File: config.mk
export PLATFORM = sky130hd
export DESIGN_NAME = s_stream_collector
export DESIGN_NICKNAME = d
export VERILOG_FILES = /design/src/rtl/s_stream_collector.sv
export SDC_FILE = /design/constraint.sdc
export NUM_CORES = 1
export LEC_CHECK = 0
export ABC_AREA = 1
export CORE_UTILIZATION = 35
export DETAILED_ROUTE_END_ITERATION = 10
export PLACE_DENSITY_LB_ADDON = 0.2
export REMOVE_ABC_BUFFERS = 1
export SLEW_MARGIN = 15
export SYNTH_ARGS = -nofsm -noshare
export SYNTH_HDL_FRONTEND = slang
export SYNTH_SLANG_ARGS = --single-unit
File: constraint.sdc
create_clock -name clk_i -period 1.4 [get_ports clk_i]
set_clock_uncertainty 0.1 [all_clocks]
set_input_delay 0.35 -clock clk_i [delete_from_list [all_inputs] [get_ports clk_i]]
set_output_delay 0.35 -clock clk_i [all_outputs]
set_load 0.05 [all_outputs]
File: src/rtl/s_stream_collector.sv
// Packs qualified s bits into WIDTH-bit frames with a valid/ready handoff,
// and runs an overlapping "101" detector with a saturating match counter.
module s_stream_collector #(
  parameter  int WIDTH = 8,
  localparam int CW    = $clog2(WIDTH + 1)
) (
  input  logic             clk_i,
  input  logic             rst_n_i,
  input  logic             s_in_i,
  input  logic             s_valid_i,
  output logic [WIDTH-1:0] frame_data_o,
  output logic [CW-1:0]    ones_count_o,
  output logic             frame_valid_o,
  input  logic             frame_ready_i,
  output logic             match_o,
  output logic [7:0]       match_count_o,
  output logic             overflow_o
);

  typedef enum logic {FILL, HOLD} frame_st_e;
  typedef enum logic [1:0] {IDLE, GOT1, GOT10} det_st_e;

  frame_st_e        fst_q, fst_d;
  det_st_e          det_q, det_d;
  logic [WIDTH-1:0] shift_q, shift_d;
  logic [CW-1:0]    acc_q, acc_d;
  logic [CW-1:0]    cnt_q, cnt_d;
  logic [WIDTH-1:0] data_q, data_d;
  logic [CW-1:0]    ones_q, ones_d;
  logic             fvalid_q, fvalid_d;
  logic             ovf_q, ovf_d;
  logic             match_q, match_d;
  logic [7:0]       mcnt_q, mcnt_d;
  logic [CW-1:0]    bit_ext;

  assign bit_ext = {{(CW-1){1'b0}}, s_in_i};

  always_ff @(posedge clk_i) begin
    if (!rst_n_i) begin
      fst_q    <= FILL;
      det_q    <= IDLE;
      shift_q  <= '0;
      acc_q    <= '0;
      cnt_q    <= '0;
      data_q   <= '0;
      ones_q   <= '0;
      fvalid_q <= 1'b0;
      ovf_q    <= 1'b0;
      match_q  <= 1'b0;
      mcnt_q   <= '0;
    end else begin
      fst_q    <= fst_d;
      det_q    <= det_d;
      shift_q  <= shift_d;
      acc_q    <= acc_d;
      cnt_q    <= cnt_d;
      data_q   <= data_d;
      ones_q   <= ones_d;
      fvalid_q <= fvalid_d;
      ovf_q    <= ovf_d;
      match_q  <= match_d;
      mcnt_q   <= mcnt_d;
    end
  end

  // Frame assembly / handoff
  always_comb begin
    fst_d    = fst_q;
    shift_d  = shift_q;
    acc_d    = acc_q;
    cnt_d    = cnt_q;
    data_d   = data_q;
    ones_d   = ones_q;
    fvalid_d = fvalid_q;
    ovf_d    = ovf_q;
    case (fst_q)
      FILL: begin
        if (s_valid_i) begin
          if (cnt_q == CW'(WIDTH - 1)) begin
            data_d   = {shift_q[WIDTH-2:0], s_in_i};
            ones_d   = acc_q + bit_ext;
            shift_d  = '0;
            acc_d    = '0;
            cnt_d    = '0;
            fvalid_d = 1'b1;
            fst_d    = HOLD;
          end else begin
            shift_d = {shift_q[WIDTH-2:0], s_in_i};
            acc_d   = acc_q + bit_ext;
            cnt_d   = cnt_q + CW'(1);
          end
        end
      end
      HOLD: begin
        if (frame_ready_i) begin
          fvalid_d = 1'b0;
          fst_d    = FILL;
          // A bit arriving with the handshake starts the next frame.
          if (s_valid_i) begin
            shift_d = {shift_q[WIDTH-2:0], s_in_i};
            acc_d   = bit_ext;
            cnt_d   = CW'(1);
          end
        end else if (s_valid_i) begin
          ovf_d = 1'b1;
        end
      end
      default: fst_d = FILL;
    endcase
  end

  // Detector sees every qualified bit, framed or dropped
  always_comb begin
    det_d   = det_q;
    match_d = 1'b0;
    mcnt_d  = mcnt_q;
    if (s_valid_i) begin
      case (det_q)
        IDLE:  det_d = s_in_i ? GOT1 : IDLE;
        GOT1:  det_d = s_in_i ? GOT1 : GOT10;
        GOT10: begin
          if (s_in_i) begin
            det_d   = GOT1;
            match_d = 1'b1;
          end else begin
            det_d = IDLE;
          end
        end
        default: det_d = IDLE;
      endcase
    end
    if (match_d && (mcnt_q != 8'hFF)) mcnt_d = mcnt_q + 8'd1;
  end

  assign frame_data_o  = data_q;
  assign ones_count_o  = ones_q;
  assign frame_valid_o = fvalid_q;
  assign match_o       = match_q;
  assign match_count_o = mcnt_q;
  assign overflow_o    = ovf_q;

endmodule

==> results of run 1 <==
-- synth_stat cells (all sizes together) --
| library cell | count |
|---|---|
| dfxtp | 41 |
| xor2 | 2 |
| nor2 | 44 |
| inv | 19 |
| nor3 | 2 |
| a211oi | 2 |
| o21ai | 19 |
| buf | 5 |
| xnor2 | 1 |
| a21oi | 23 |
| ha | 4 |
| nand4 | 5 |
| nand3 | 13 |
| o211ai | 1 |
| nand3b | 1 |
| nand2 | 47 |
| a31oi | 2 |
| clkbuf | 4 |
-- critical path, delay by kind of cell, from the launching register on --
kind	cells	cell delay (ns)
buf+inv	2	0.28
flops	1	0.36
-- flip-flops by register name, indices dropped and copies added, names as in the netlist --
register / cells
shift_q: 7
cnt_q: 4
frame_valid_o: 1
match_count_o: 8
overflow_o: 1
det_q: 2
frame_data_o: 8
acc_q: 4
fst_q: 1
ones_count_o: 4
match_o: 1
-- kinds of logic (layout without fill, tap and decap cells) --
kind of cell             Yosys count  after routing  synth area share (%)
AND/OR/NAND/NOR                  112            113                  28.6
AO/OA/AOI/OAI                     47             47                  13.7
flip-flops                        41             41                  45.9
buffers and inverters             28             83                  7.56
adder cells (fa/ha/maj)            4              4                  2.80
XOR/XNOR                           3              3                  1.47
-- path summary, 6_finish.rpt --
path / startpoint / end / slack, ns / depth (start not counted)
max: match_count_o[1] / match_count_o[1] / 0.009 / 2
max reg2reg: match_count_o[1] / match_count_o[7] / 0.05 / 8
min reg2reg: acc_q[3] / acc_q[3] / 0.38 / 2
min: acc_q[3] / acc_q[3] / 0.38 / 2
-- per-stage QoR --
stage                     TNS, ns  total power [mW]  hold WS, ns  utilization (%)
after floorplan             -2.58              1.30        0.347                -
after global placement     -14.14              1.38        0.362             51.6
after CTS                       0              2.38        0.384             54.7
after global routing      -0.0734              2.47        0.423             57.6
final                           0              2.37        0.381             57.6
after detailed placement   -14.84              1.38        0.370             51.6
-- power breakdown --
part / leakage [nW] / switching [mW] / total, mW / internal (mW)
Sequential: 0.338 / 0.0185 / 1.20 / 1.19
Combinational: 0.753 / 0.0892 / 0.162 / 0.0724
Clock: 0.0574 / 0.420 / 1.00 / 0.580
Total: 1.15 / 0.528 / 2.37 / 1.84
-- timing repair --
item	4_1_cts	5_1_grt
setup endpoints to repair	37	40
gates resized for setup	5	34
buffers inserted	2	4
gates cloned	0	3
pin swaps	1	7
-- cell type report --
class / instances / share of cell area, %
Clock inverter: 2 / 1.35
Sequential cell: 41 / 30.2
Multi-Input combinational cell: 167 / 32.3
Inverter: 19 / 2.75
Timing Repair Buffer: 56 / 27.4
Tap cell: 67 / 3.02
Clock buffer: 6 / 2.98
-- layer usage --
metal  share of wire [%]  track usage [%]  routed length [um]  up-vias
met1                  44             19.2                1890      809
met3                 3.8             3.84                 165        6
met4                 1.4             5.77                  61        0
li1                    -                -                   -      875
met2                  51             28.2                2190       39
met5                   0                0                   0        -
==> metrics.txt, run 1 <==
Sink Count=41; share of layout cells above drive strength 1=31.6%; I/O Buffers=27; status=completed; most frequent cells in the layout=nand2_1 (40), nor2_1 (39), dfxtp_1 (31), buf_12 (25), a21oi_1 (23); CTS tree=done; vias per std cell=4.83; final instance area=2780 um^2; register area=838 um^2; Yosys top cell area share=45.9%; CP peak stage delay=0.36 ns; Total GRT Usage=16.2%; number of max-cap violations=0; H-tree levels=2; worst-path cell chain=buf_4, buf_12; dominant cells by area after synthesis=dfxtp_1 (46%), nand2_1 (8.8%), nor2_1 (8.6%); dpl cells=342; Synth cell types=24; final WL=4.30 mm; Synth Register Bits=41; Routed Antenna Nets=0; Setup Viol. Count Final=0; worst endpoint data arrival time=0.94 ns; final worst setup slack=0.00943 ns; Fmax=719 MHz; Mapped Avg Cell Area=7.61 um^2; # rows=25; worst skew pair latency=0.30 ns; Max stage delay cell, worst path=dfxtp_2; Top Ports=28; Post-DP HPWL=2.69 mm; Worst Setup End Kind=output pin; initial antenna violation count=0; drt drc=0; Starting Density=37.1%; hold-fix buffers at CTS=0; maximum buffer depth of the clock tree=2; Max Slew Vio Count=0; CTS clock-pin slew for the worst setup and hold paths=0.08 ns; Pleak=1.15 nW; P&R area growth vs syn=55.2%; Die X=73.5 um; RePlAce Congestion=0.811; cell taking the most area after synthesis=dfxtp_1; ant diodes=0; Worst EP required=0.95 ns; crit path time final=1.39 ns; via count of the first global-routing pass=1549; most common cell after layout, fill and taps aside=nand2_1; Pre-Repair DR Iteration Count=5; vias after detailed routing=1729; pin count of the biggest net entering global routing=21; Final nets=299; Tcrit/Tclk final=99.3%; Fillers=449; first-pass GRT wire length=6.70 mm; Cell Area, Synth=1790 um^2; Slew headroom=79.5%; Peak VDD IR=0.539 mV; Post-DP Area=2490 um^2; Slew @ Worst Pin=0.307 ns; Die H=73.5 um; Final Hold Vio Count=0; critical path class=register to output pin; CP Launch Type=register; Multi-input gate area=896 um^2; Hold WC Path Type=register to register; wire length per cell=12.0 um; TritonCTS Buffers=5; Detailed Route Iter0 Violations=45; Pwr per Cell Area=853 nW/um^2; core area=4820 um^2; RSZ-0062 raised after global routing=true; Yosys warning count=0; Cells after Synth=235; die area=5400 um^2; fin cells=358; total gr overflow=0; worst-path fanout max=4; sequential fraction of the synthesis area=45.9%; clock root buffer=clkbuf_8; worst slack, placed=-0.482 ns
Power figures use the tool's default switching activity.
==> run 2: changes to the inputs <==
--- a/config.mk
+++ b/config.mk
@@ -9,6 +9,7 @@
 export CORE_UTILIZATION = 35
 export DETAILED_ROUTE_END_ITERATION = 10
 export PLACE_DENSITY_LB_ADDON = 0.2
+export RECOVER_POWER = 50
 export REMOVE_ABC_BUFFERS = 1
 export SLEW_MARGIN = 15
 export SYNTH_ARGS = -nofsm -noshare
==> metrics.txt, run 2 (synthesis gave the netlist of run 1 again) <==
critical path class=register to output pin; Post-DP HPWL=2.69 mm (unchanged); Peak VDD IR=0.536 mV (-0.62%); hold endpoint=overflow_o; hold-fix buffers at CTS=0 (unchanged); total power=2.36 mW (-0.17%); Final Hold Vio Count=0 (unchanged); Detail Route met2 WL=2.20 mm (+0.46%); initial antenna violation count=0 (unchanged); final instance area=2590 um^2 (-6.8%); number of max-cap violations=0 (unchanged); die area=5400 um^2 (unchanged); RSZ-0062 raised after global routing=true; Pleak=1.11 nW (-3.5%); Die H=73.5 um (unchanged); most frequent cells in the layout=nand2_1 (40), nor2_1 (39), dfxtp_1 (31), a21oi_1 (23), buf_4 (18); share of layout cells above drive strength 1=31.3% (-0.34 points); worst endpoint data arrival time=0.94 ns (about the same); Top Ports=28 (unchanged); Total GRT Usage=16.2% (unchanged); crit path time final=1.39 ns (+0.00161 ns); DR WL met3=143 um (-13%); RR Endpoint=match_count_o[7]; worst skew pair latency=0.30 ns (about the same); P&R area growth vs syn=44.6%; status=completed; final WL=4.35 mm (+1.0%); pin count of the biggest net entering global routing=21 (unchanged); wire length on met1=1.95 mm (+3.0%); worst-path fanout max=4 (unchanged); H-tree levels=2 (unchanged); # rows=25 (unchanged); DR top layer=met4; wire length per cell=12.1 um (+1.0%); worst reg2reg path startpoint=match_count_o[1]; Die X=73.5 um (unchanged); Sink Count=41 (unchanged); flop2flop setup slack=0.05 ns (about the same); total gr overflow=0 (unchanged); Tcrit/Tclk final=99.4% (+0.11 points); Worst Hold Depth=2 (unchanged); core area=4820 um^2 (unchanged); Slew @ Worst Pin=0.306 ns (-0.00107 ns); CTS clock-pin slew for the worst setup and hold paths=0.08 ns (about the same); via count of the first global-routing pass=1549 (unchanged); RePlAce Congestion=0.811 (unchanged); vias per std cell=4.77 (-1.2%); R2R cell count=8 (unchanged); drt drc=0 (unchanged); Max Slew Vio Count=0 (unchanged); Min-Delay Startpoint=overflow_o; Multi-input gate area=896 um^2 (unchanged); Detailed Route Iter0 Violations=44 (-2.2%); Post-DP Area=2490 um^2 (unchanged); Pwr per Cell Area=913 nW/um^2 (+7.1%); clock root buffer=clkbuf_8; Util after Layout=53.7% (-3.9 points); Slew headroom=79.6% (about the same); Fillers=471 (+4.9%); vias after detailed routing=1709 (-1.2%); maximum buffer depth of the clock tree=2 (unchanged); CTS tree=done; ant diodes=0 (unchanged); Setup Viol. Count Final=0 (unchanged); TritonCTS Buffers=5 (unchanged); I/O Buffers=27 (unchanged); Starting Density=37.1% (unchanged); most common cell after layout, fill and taps aside=nand2_1; CP Launch Type=register; Hold WC Path Type=register to register; Worst EP required=0.95 ns (about the same); Final nets=299 (unchanged); Pre-Repair DR Iteration Count=4 (-1); register area=838 um^2 (unchanged); first-pass GRT wire length=6.70 mm (unchanged); Routed Antenna Nets=0 (unchanged); Worst Setup End Kind=output pin; Fmax=718 MHz (-0.12%)
## run 2: changes by cell type in the layout (fill, tap and decap cells not counted), sizes merged
cell | before | now
clkbuf | 6 | 13
dlygate4sd3 | 0 | 1
buf | 52 | 45
clkdlybuf4s50 | 2 | 1
## run 2: worst max path at each step
stage	slack [ns]	cells after the start	startpoint	endpoint
6_report	0.008	2	match_count_o[1]	match_count_o[1]
5_1_grt	-0.02	2	match_count_o[1]	match_count_o[1]
4_1_cts	0.0002	6	cnt_q[0]	cnt_q[3]
3_5_place_dp	-0.48	7	s_valid_i	match_count_o[7]
3_3_place_gp	-0.43	7	s_valid_i	match_count_o[7]
2_1_floorplan	-0.36	8	match_count_o[0]	match_count_o[7]
## run 2: worst max-delay path, stage by stage, from the launching register on
cell	delay [ns]
dfxtp_2	0.36
buf_4	0.15
buf_12	0.13
## run 2: timing repair
action                                 CTS  global route
gates resized for setup                  5            34
buffers inserted                         2             4
cloned                                   0             3
pin swaps                                1             7
endpoints found under the hold margin    0             0
setup endpoints to repair               37            40
## run 2: area by class of cell
| cell class | count | area share [%] |
|---|---|---|
| clock buffers | 6 | 3.19 |
| clock inverters | 2 | 1.45 |
| inverters | 19 | 2.95 |
| multi-input cells | 167 | 34.6 |
| flip-flops and latches | 41 | 32.4 |
| well taps | 67 | 3.24 |
| repair buffers | 56 | 22.1 |
## run 2: where the power goes
group          total (mW)  switching [mW]  leakage (nW)  internal (mW)
Combinational       0.158          0.0894         0.712         0.0689
Clock               0.999           0.420        0.0574          0.580
Sequential           1.20          0.0183         0.338           1.19
## run 2: through the flow
| stage | instances | TNS, ns | worst slack, ns | hold slack (ns) |
|---|---|---|---|---|
| global route | 358 | -0.0731 | -0.0223 | 0.393 |
| CTS | 352 | 0 | 0.000171 | 0.384 |
| finish | 358 | 0 | 0.00783 | 0.350 |
| detailed placement | 342 | -14.84 | -0.482 | 0.370 |
| floorplan | 226 | -2.58 | -0.357 | 0.347 |
| global placement | 342 | -14.14 | -0.426 | 0.362 |
## run 2: metal layers
layer  vias up  track usage, %
li1        873               -
met1       801            19.2
met2        29            28.2
met3         6            3.84
met4         0            5.77
met5         -               0
==> run 3: changes to the inputs <==
--- a/config.mk
+++ b/config.mk
@@ -6,7 +6,7 @@
 export NUM_CORES = 1
 export LEC_CHECK = 0
 export ABC_AREA = 1
-export CORE_UTILIZATION = 35
+export CORE_UTILIZATION = 47
 export DETAILED_ROUTE_END_ITERATION = 10
 export PLACE_DENSITY_LB_ADDON = 0.2
 export RECOVER_POWER = 50
==> metrics.txt, run 3 (synthesis gave the netlist of run 1 again) <==
status=completed; Hold WC Path Type=register to register; Final nets=300 (+0.33%); most frequent cells in the layout=nand2_1 (40), nor2_1 (39), dfxtp_1 (32), buf_4 (24), a21oi_1 (21); most common cell after layout, fill and taps aside=nand2_1; Pleak=1.09 nW (-1.3%); worst-path fanout max=5 (+1); Top Ports=28 (unchanged); Logic pwr share=7.3% (+0.6 points); maximum buffer depth of the clock tree=2 (unchanged); Final Hold Vio Count=0 (unchanged); Post-DP HPWL=2.84 mm (+5.5%); Reg power frac=56.4% (+5.4 points); Multi-input gate area=898 um^2 (+0.28%); total power=2.14 mW (-9.3%); vias after detailed routing=1684 (-1.5%); drt drc=0 (unchanged); Internal=1.65 mW (-10%); Pwr per Cell Area=859 nW/um^2 (-6.0%); Sink Count=41 (unchanged); Detailed Route Iter0 Violations=83 (+89%); critical path class=register to output pin; final WL=4.25 mm (-2.2%); P&R area growth vs syn=39.5%; final instance area=2490 um^2 (-3.5%); pin count of the biggest net entering global routing=21 (unchanged); crit path time final=1.36 ns (-0.0282 ns); wire length per cell=12.5 um (+3.3%); core area=3660 um^2 (-24%); worst skew pair latency=0.29 ns (about the same); Slew headroom=79.9% (+0.36 points); CTS clock-pin slew for the worst setup and hold paths=0.07 ns (about the same); Fillers=297 (-37%); clock power share=36.3% (-6.0 points); Die H=63.7 um (-13%); register area=835 um^2 (-0.45%); share of layout cells above drive strength 1=31.6% (+0.34 points); initial antenna violation count=0 (unchanged); CP Launch Type=register; sw frac=23.1% (+0.73 points); die area=4060 um^2 (-25%); Total GRT Usage=21.6% (+5.5 points); number of max-cap violations=0 (unchanged); vias per std cell=4.97 (+4.1%); Peak VDD IR=0.827 mV (+54%); ant diodes=0 (unchanged); TritonCTS Buffers=5 (unchanged); total gr overflow=0 (unchanged); hold-fix buffers at CTS=0 (unchanged); via count of the first global-routing pass=1581 (+2.1%); I/O Buffers=27 (unchanged); Setup Viol. Count Final=0 (unchanged); Fmax=733 MHz (+2.1%); Max Slew Vio Count=0 (unchanged); first-pass GRT wire length=6.78 mm (+1.1%); Starting Density=48.8% (+12 points); # rows=22 (-12%); worst reg2reg path startpoint=match_count_o[1]; Worst Setup End Kind=output pin; Die X=63.7 um (-13%); H-tree levels=2 (unchanged); Routed Antenna Nets=0 (unchanged); RePlAce Congestion=0.895 (+10%); NetSw=0.494 mW (-6.3%); clock root buffer=clkbuf_8; Post-DP Area=2470 um^2 (-0.65%); CP Launch Point=match_count_o[3]; Slew @ Worst Pin=0.300 ns (-0.00657 ns); worst endpoint data arrival time=0.91 ns (-0.03 ns); Tcrit/Tclk final=97.4% (-2.0 points); Worst EP required=0.95 ns (about the same); Min-Delay Startpoint=overflow_o; CTS tree=done; Pre-Repair DR Iteration Count=4 (unchanged)
## run 3: critical path, stage by stage, from the launching register on
cell and delay [ns]:
dfxtp_2 0.34, buf_4 0.14, buf_12 0.14
## run 3: repair_timing
item	4_1_cts	5_1_grt
pin swaps	0	5
setup endpoints to repair	37	34
resized for setup	6	24
endpoints found under the hold margin	0	0
setup buffers	0	7
cloned	0	1
## run 3: layout make-up
cell class | instances | share of cell area, %
Multi-Input combinational cell | 167 | 36.0
Sequential cell | 41 | 33.5
Tap cell | 48 | 2.41
Timing Repair Buffer | 57 | 21.8
Inverter | 19 | 2.86
Clock buffer | 7 | 3.46
## run 3: layer usage
metal / global-route usage, % / wire length (um)
met2: 37.9 / 2240
met3: 6.34 / 90
met5: 0 / 0
met4: 7.10 / 54
met1: 24.8 / 1870
## run 3: power groups by stage
stage | logic (mW) | clock network (mW) | registers [mW]
3_3_place_gp | 0.148 | 0 | 1.23
5_1_grt | 0.175 | 0.844 | 1.21
3_5_place_dp | 0.150 | 0 | 1.23
2_1_floorplan | 0.0695 | 0 | 1.23
4_1_cts | 0.150 | 0.794 | 1.21
6_report | 0.157 | 0.778 | 1.21
## run 3: path summary, 6_finish.rpt
| check | to | slack [ns] | cells after the start |
|---|---|---|---|
| worst max-delay path | match_count_o[3] | 0.04 | 2 |
| worst min-delay path | overflow_o | 0.35 | 2 |
| worst max register to register | match_count_o[3] | 0.05 | 7 |
| worst min register to register | overflow_o | 0.35 | 2 |
## run 3: per-stage QoR
stage	hold WS (ns)	setup TNS [ns]	worst slack, ns	util [%]	instances
final	0.352	0	0.0360	68.1	339
after floorplan	0.347	-2.58	-0.357	-	226
after detailed placement	0.376	-14.24	-0.442	67.5	324
after CTS	0.385	0	0.00753	69.9	331
after global routing	0.376	-0.0256	-0.0118	68.1	339
after global placement	0.358	-13.50	-0.420	67.5	324
